==> config.mk <==
export PLATFORM = sky130hd
export DESIGN_NAME = cg_phase_sequencer
export DESIGN_NICKNAME = d
export VERILOG_FILES = /design/src/rtl/cg_phase_sequencer.sv
export SDC_FILE = /design/constraint.sdc
export NUM_CORES = 2
export LEC_CHECK = 0
export CORE_MARGIN = 2
export CORE_UTILIZATION = 40
export CTS_CLUSTER_SIZE = 24
export DETAILED_ROUTE_END_ITERATION = 10
export SETUP_SLACK_MARGIN = 0.05
export SYNTH_ARGS = -nofsm -noshare
export SYNTH_HDL_FRONTEND = slang
export SYNTH_SLANG_ARGS = --single-unit
==> constraint.sdc <==
create_clock -name i_clk -period 9.9 [get_ports i_clk]
set_input_delay 0.99 -clock i_clk [delete_from_list [all_inputs] [get_ports i_clk]]
set_output_delay 0.99 -clock i_clk [all_outputs]
set_load 0.01 [all_outputs]
==> src/rtl/cg_phase_sequencer.sv <==
// Phase/address sequencer for the CG solver: MATVEC -> ALPHA -> UPD_XR -> BETA -> UPD_P per iteration.
// All outputs registered; rd_ready=0 holds read address/enable, wr_valid writes land one cycle later.
module cg_phase_sequencer #(
    parameter int NO_OF_UNITS = 8,
    parameter int ADDR_W      = 32,
    parameter int ITER_W      = 11
) (
    input  logic              i_clk,
    input  logic              i_reset,
    input  logic              i_start,
    input  logic              i_abort,
    input  logic [31:0]       i_total,
    input  logic [ITER_W-1:0] i_max_iter,
    input  logic              i_rd_ready,
    input  logic              i_wr_valid,
    input  logic              i_scalar_valid,
    input  logic              i_converged,
    output logic [2:0]        o_phase,
    output logic [ADDR_W-1:0] o_a_rd_addr,
    output logic              o_a_rd_en,
    output logic [ADDR_W-1:0] o_vec_rd_addr,
    output logic [3:0]        o_vec_rd_en,
    output logic [ADDR_W-1:0] o_vec_wr_addr,
    output logic [3:0]        o_vec_we,
    output logic [ITER_W-1:0] o_iteration,
    output logic              o_busy,
    output logic              o_halt,
    output logic              o_err
);
    localparam int LOG2_UNITS = $clog2(NO_OF_UNITS);
    localparam logic [ADDR_W-1:0] ONE_A = {{(ADDR_W-1){1'b0}}, 1'b1};
    localparam logic [ITER_W-1:0] ONE_I = {{(ITER_W-1){1'b0}}, 1'b1};

    typedef enum logic [2:0] {
        PH_IDLE   = 3'd0,
        PH_MATVEC = 3'd1,
        PH_ALPHA  = 3'd2,
        PH_UPD_XR = 3'd3,
        PH_BETA   = 3'd4,
        PH_UPD_P  = 3'd5,
        PH_DONE   = 3'd6
    } phase_t;

    // Vector enable bit order is {Ap, X, R, P}
    function automatic logic [3:0] f_rd_mask(input phase_t p);
        case (p)
            PH_MATVEC: f_rd_mask = 4'b0001;
            PH_ALPHA:  f_rd_mask = 4'b1001;
            PH_UPD_XR: f_rd_mask = 4'b1111;
            PH_BETA:   f_rd_mask = 4'b0010;
            PH_UPD_P:  f_rd_mask = 4'b0011;
            default:   f_rd_mask = 4'b0000;
        endcase
    endfunction

    function automatic logic [3:0] f_wr_mask(input phase_t p);
        case (p)
            PH_MATVEC: f_wr_mask = 4'b1000;
            PH_UPD_XR: f_wr_mask = 4'b0110;
            PH_UPD_P:  f_wr_mask = 4'b0001;
            default:   f_wr_mask = 4'b0000;
        endcase
    endfunction

    phase_t              r_phase, w_phase, w_enter_ph;
    logic [ADDR_W-1:0]   r_rows, w_rows;
    logic [ITER_W-1:0]   r_max_iter, w_max_iter;
    logic [ADDR_W-1:0]   r_rd_cnt, w_rd_cnt;
    logic [ADDR_W-1:0]   r_wr_cnt, w_wr_cnt;
    logic [ADDR_W-1:0]   r_a_rd_addr, w_a_rd_addr;
    logic [ADDR_W-1:0]   r_vec_rd_addr, w_vec_rd_addr;
    logic [ADDR_W-1:0]   r_vec_wr_addr, w_vec_wr_addr;
    logic                r_a_rd_en, w_a_rd_en;
    logic [3:0]          r_vec_rd_en, w_vec_rd_en;
    logic [3:0]          r_vec_we, w_vec_we;
    logic [ITER_W-1:0]   r_iteration, w_iteration;
    logic                r_busy, w_busy;
    logic                r_halt, w_halt;
    logic                r_err, w_err;

    logic [ADDR_W-1:0]   w_new_rows;
    logic [ADDR_W-1:0]   w_rows_sq;
    logic [ADDR_W-1:0]   w_rd_total;
    logic [ITER_W-1:0]   w_iter_inc;
    logic                w_beat, w_enter, w_rd_fin, w_wr_fin;

    assign w_new_rows = ADDR_W'(i_total >> LOG2_UNITS);
    assign w_rows_sq  = r_rows * r_rows;
    assign w_rd_total = (r_phase == PH_MATVEC) ? w_rows_sq : r_rows;
    assign w_iter_inc = r_iteration + ONE_I;

    always_comb begin
        w_phase       = r_phase;
        w_rows        = r_rows;
        w_max_iter    = r_max_iter;
        w_rd_cnt      = r_rd_cnt;
        w_wr_cnt      = r_wr_cnt;
        w_a_rd_addr   = r_a_rd_addr;
        w_vec_rd_addr = r_vec_rd_addr;
        w_vec_wr_addr = r_vec_wr_addr;
        w_a_rd_en     = r_a_rd_en;
        w_vec_rd_en   = r_vec_rd_en;
        w_vec_we      = 4'b0000;
        w_iteration   = r_iteration;
        w_halt        = r_halt;
        w_err         = r_err;
        w_enter       = 1'b0;
        w_enter_ph    = r_phase;
        w_rd_fin      = 1'b0;
        w_wr_fin      = 1'b0;
        w_beat        = (r_a_rd_en | (|r_vec_rd_en)) & i_rd_ready;

        if (i_abort) begin
            w_enter    = 1'b1;
            w_enter_ph = PH_IDLE;
        end else if (i_start && (r_phase == PH_IDLE || r_phase == PH_DONE)) begin
            w_rows      = w_new_rows;
            w_max_iter  = i_max_iter;
            w_iteration = '0;
            w_halt      = 1'b0;
            w_err       = 1'b0;
            w_enter     = 1'b1;
            if (w_new_rows == '0 || i_max_iter == '0) begin
                w_enter_ph = PH_DONE;
                w_halt     = 1'b1;
                w_err      = (w_new_rows == '0);
            end else begin
                w_enter_ph = PH_MATVEC;
            end
        end else begin
            if (w_beat) begin
                w_rd_cnt = r_rd_cnt + ONE_A;
                if (r_phase == PH_MATVEC) begin
                    w_a_rd_addr   = r_a_rd_addr + ONE_A;
                    w_vec_rd_addr = (r_vec_rd_addr == r_rows - ONE_A) ? '0 : r_vec_rd_addr + ONE_A;
                end else begin
                    w_vec_rd_addr = r_vec_rd_addr + ONE_A;
                end
                if (w_rd_cnt == w_rd_total) begin
                    w_a_rd_en   = 1'b0;
                    w_vec_rd_en = 4'b0000;
                end
            end
            // Writes beyond rows, or in a phase with no write target, are dropped and flagged
            if (i_wr_valid) begin
                if (f_wr_mask(r_phase) != 4'b0000 && r_wr_cnt != r_rows) begin
                    w_vec_we      = f_wr_mask(r_phase);
                    w_vec_wr_addr = r_wr_cnt;
                    w_wr_cnt      = r_wr_cnt + ONE_A;
                end else begin
                    w_err = 1'b1;
                end
            end
            w_rd_fin = (w_rd_cnt == w_rd_total);
            w_wr_fin = (w_wr_cnt == r_rows);

            case (r_phase)
                PH_MATVEC: if (w_rd_fin && w_wr_fin) begin
                    w_enter    = 1'b1;
                    w_enter_ph = PH_ALPHA;
                end
                PH_ALPHA: if (i_scalar_valid) begin
                    w_enter    = 1'b1;
                    w_enter_ph = PH_UPD_XR;
                end
                PH_UPD_XR: if (w_rd_fin && w_wr_fin) begin
                    w_enter    = 1'b1;
                    w_enter_ph = PH_BETA;
                end
                PH_BETA: if (i_scalar_valid) begin
                    w_enter = 1'b1;
                    if (i_converged) begin
                        w_iteration = w_iter_inc;
                        w_halt      = 1'b1;
                        w_enter_ph  = PH_DONE;
                    end else begin
                        w_enter_ph  = PH_UPD_P;
                    end
                end
                PH_UPD_P: if (w_rd_fin && w_wr_fin) begin
                    w_enter     = 1'b1;
                    w_iteration = w_iter_inc;
                    if (w_iter_inc == r_max_iter) begin
                        w_enter_ph = PH_DONE;
                        w_halt     = 1'b1;
                    end else begin
                        w_enter_ph = PH_MATVEC;
                    end
                end
                default: ;
            endcase
        end

        // vec_wr_addr is left alone so the final write of the old phase keeps its address
        if (w_enter) begin
            w_phase       = w_enter_ph;
            w_rd_cnt      = '0;
            w_wr_cnt      = '0;
            w_a_rd_addr   = '0;
            w_vec_rd_addr = '0;
            w_a_rd_en     = (w_enter_ph == PH_MATVEC);
            w_vec_rd_en   = f_rd_mask(w_enter_ph);
        end
        w_busy = (w_phase != PH_IDLE) && (w_phase != PH_DONE);
    end

    always_ff @(posedge i_clk) begin
        if (i_reset) begin
            r_phase       <= PH_IDLE;
            r_rows        <= '0;
            r_max_iter    <= '0;
            r_rd_cnt      <= '0;
            r_wr_cnt      <= '0;
            r_a_rd_addr   <= '0;
            r_vec_rd_addr <= '0;
            r_vec_wr_addr <= '0;
            r_a_rd_en     <= 1'b0;
            r_vec_rd_en   <= 4'b0000;
            r_vec_we      <= 4'b0000;
            r_iteration   <= '0;
            r_busy        <= 1'b0;
            r_halt        <= 1'b0;
            r_err         <= 1'b0;
        end else begin
            r_phase       <= w_phase;
            r_rows        <= w_rows;
            r_max_iter    <= w_max_iter;
            r_rd_cnt      <= w_rd_cnt;
            r_wr_cnt      <= w_wr_cnt;
            r_a_rd_addr   <= w_a_rd_addr;
            r_vec_rd_addr <= w_vec_rd_addr;
            r_vec_wr_addr <= w_vec_wr_addr;
            r_a_rd_en     <= w_a_rd_en;
            r_vec_rd_en   <= w_vec_rd_en;
            r_vec_we      <= w_vec_we;
            r_iteration   <= w_iteration;
            r_busy        <= w_busy;
            r_halt        <= w_halt;
            r_err         <= w_err;
        end
    end

    assign o_phase       = r_phase;
    assign o_a_rd_addr   = r_a_rd_addr;
    assign o_a_rd_en     = r_a_rd_en;
    assign o_vec_rd_addr = r_vec_rd_addr;
    assign o_vec_rd_en   = r_vec_rd_en;
    assign o_vec_wr_addr = r_vec_wr_addr;
    assign o_vec_we      = r_vec_we;
    assign o_iteration   = r_iteration;
    assign o_busy        = r_busy;
    assign o_halt        = r_halt;
    assign o_err         = r_err;
endmodule

==> impl_metrics.tcl <==
set metrics [dict create \
    max_clock_freq_ghz 0.106 \
    synthTopCellsByArea "fa_1 27%, dfxtp_1 16%, xnor2_1 6.5%" \
    yosysMostFrequentCell "nand2_1" \
    antenna_found_initial 2 \
    cts_made_buffers 26 \
    postCtsHoldBufs 0 \
    viasPerCell 5.23 \
    cts_buffer_depth 3 \
    ys_top_cells_by_count "441 x nand2_1, 431 x inv_1, 367 x fa_1" \
    fillers 6636 \
    path_max_fanout 7 \
    pin_count 173 \
    p_leak_nw 11.8 \
    rsz0062_at_grt "no" \
    drtIter0Drc 1533 \
    synth_warnings 0 \
    drc 0 \
    cts.sink_count 225 \
    drv_slew 0 \
    min_path_type "reg -> reg" \
    dp_hpwl_mm 65.2 \
    num-nets-final 3981 \
    grt_max_degree 95 \
    slowest_delay_ps 690 \
    skew_ps 25.4 \
    yosysTopAreaCell "fa_1" \
    slew_headroom 0.332 \
    synth_top_area_share 0.269 \
    dieHeight_um 265 \
    dr.pass1.iters 5 \
    async_flop_share 0 \
    cts_setup_buffers 0 \
    crit_top_cell "fa_1" \
    area_growth_pct 14.1 \
    synth-edff-count 0 \
    postSynthAreaPerCell_um2 8.20 \
    io_buffer_count 169 \
    wl_per_cell_um 19.1 \
    place_congestion 0.951 \
    syn_inst 3332 \
    path_class "reg -> reg" \
    initial_core_util 0.406 \
    drive_above_1_share 0.0578 \
    rows 95 \
    worstMarginPinSlew_ps 1000 \
    core_mm2 0.0674 \
    cts_tree "built" \
    grt_pass1_vias 22815 \
    fin_setup_tns_ps 0 \
    fp.dieW_um 265 \
    syn_nets 3872 \
    ys_seq_area_frac 0.165 \
    total_power_mw 2.65 \
    p_per_area_mw_per_mm2 84.8 \
    max_cap_violations 0 \
    hold_violations 0 \
    clkSlewWorstSetupHoldPaths_ps 80 \
    setup_viol 0 \
    htreeDepth 1 \
    finalCritPeriodShare 0.949 \
    worstSetupStartpointType "flop" \
    arrival_ps 9880 \
    ys_seq_elements 225 \
    peakVddDrop_mv 0.116 \
    diodes 0 \
    cts-root-buf "clkbuf_16" \
    synthesis.area_mm2 0.0273 \
    grt_pass1_wl_mm 130 \
    worstSkewPairLatency_ps 580 \
    grt_usage 0.237 \
    slowest_stage "dfxtp_1" \
    die-area_mm2 0.0704 \
    grt-ovfl-total 0 \
    ant_nets 0 \
    required_ps 10380 \
    synth_ff_type "dfxtp_1" \
    synth_cell_types 88 \
    min_period_ps 9400 \
    wl_mm 82.7 \
    cts-resized-gates 0 \
    vias 22677 \
    status "completed" \
    critPathCaptureType "flop" \
]
-- worst paths after layout --
check / start / end / slack, ps / cells after the start
setup / recovery: r_rows[16] / o_vec_rd_en[1] / 500 / 30
hold / removal: o_vec_wr_addr[15] / o_vec_wr_addr[15] / 450 / 2
setup reg to reg: r_rows[16] / o_vec_rd_en[1] / 500 / 30
hold reg to reg: o_vec_wr_addr[15] / o_vec_wr_addr[15] / 450 / 2
-- through the flow --
step            util  hold slack, ps  instances  cell area (µm²)  setup WS, ps
2_1_floorplan      -             448       3332            27300           655
3_3_place_gp   0.449             444       4286            30300           191
3_5_place_dp   0.449             448       4286            30300           178
4_1_cts        0.462             458       4333            31200          99.0
5_1_grt        0.463             476       4333            31200          58.6
6_report       0.463             455       4333            31200           503
-- critical path: cells and delay by family, from the launching register on --
family,cells,cell delay (ps)
multiplexers,1,240
flip-flops,1,690
buffers and inverters,6,620
AND/OR/NAND/NOR,5,1140
AO/OA/AOI/OAI,9,2440
adder cells (fa/ha/maj),9,4130
-- per-layer routing --
metal / track usage / part of all wire
met3: 0.0443 / 0.072
met5: 0 / 0.00015
met4: 0.0780 / 0.036
met2: 0.381 / 0.46
met1: 0.322 / 0.44
-- registers in the layout, summed over array words and instances, names as in the netlist --
signal and cells:
o_a_rd_addr 32, o_a_rd_en 1, o_busy 1, o_err 1, o_halt 1, o_iteration 11
o_phase 3, o_vec_rd_addr 32, o_vec_rd_en 4, o_vec_we 3, o_vec_wr_addr 32, r_max_iter 11
r_rd_cnt 32, r_rows 29, r_wr_cnt 32
-- cell usage in the layout (no fill, tap or decap), types with 64 or more instances in the layout --
cell type | netlist | routed
nand3_1 | 83 | 83
buf_4 | 1 | 104
fa_1 | 367 | 367
nand2_1 | 441 | 441
inv_1 | 431 | 431
nor3_1 | 65 | 64
and2_1 | 115 | 115
dfxtp_1 | 225 | 218
ha_1 | 122 | 122
xnor2_1 | 204 | 204
xor2_1 | 142 | 142
clkdlybuf4s50_1 | 0 | 168
a21oi_1 | 157 | 157
nor2_1 | 286 | 285
o21ai_0 | 74 | 74
-- power by group --
group	internal, mW	switching [mW]	total (mW)
clock	0.570	0.451	1.02
combinational	0.261	0.421	0.682
sequential	0.917	0.0262	0.943
-- logic make-up (layout without fill, tap and decap cells) --
family,after synthesis,in the layout,share of synthesized area
fa+ha+maj,489,489,0.325
simple gates,1226,1226,0.214
flops,225,225,0.165
mux,20,20,0.00755
xor+xnor,347,347,0.112
compound gates,392,392,0.0893
buf+inv,633,761,0.0879
-- layout make-up --
| type | count | area, µm² | share of cell area |
|---|---|---|---|
| repair buffers | 280 | 2610 | 0.0836 |
| inverters | 434 | 1630 | 0.0522 |
| multi-input cells | 2474 | 20500 | 0.656 |
| clock buffers | 30 | 706 | 0.0226 |
| clock inverters | 17 | 176 | 0.00566 |
| flip-flops and latches | 225 | 4520 | 0.145 |
| well taps | 873 | 1090 | 0.0350 |
(Power assumes the default switching activity.)
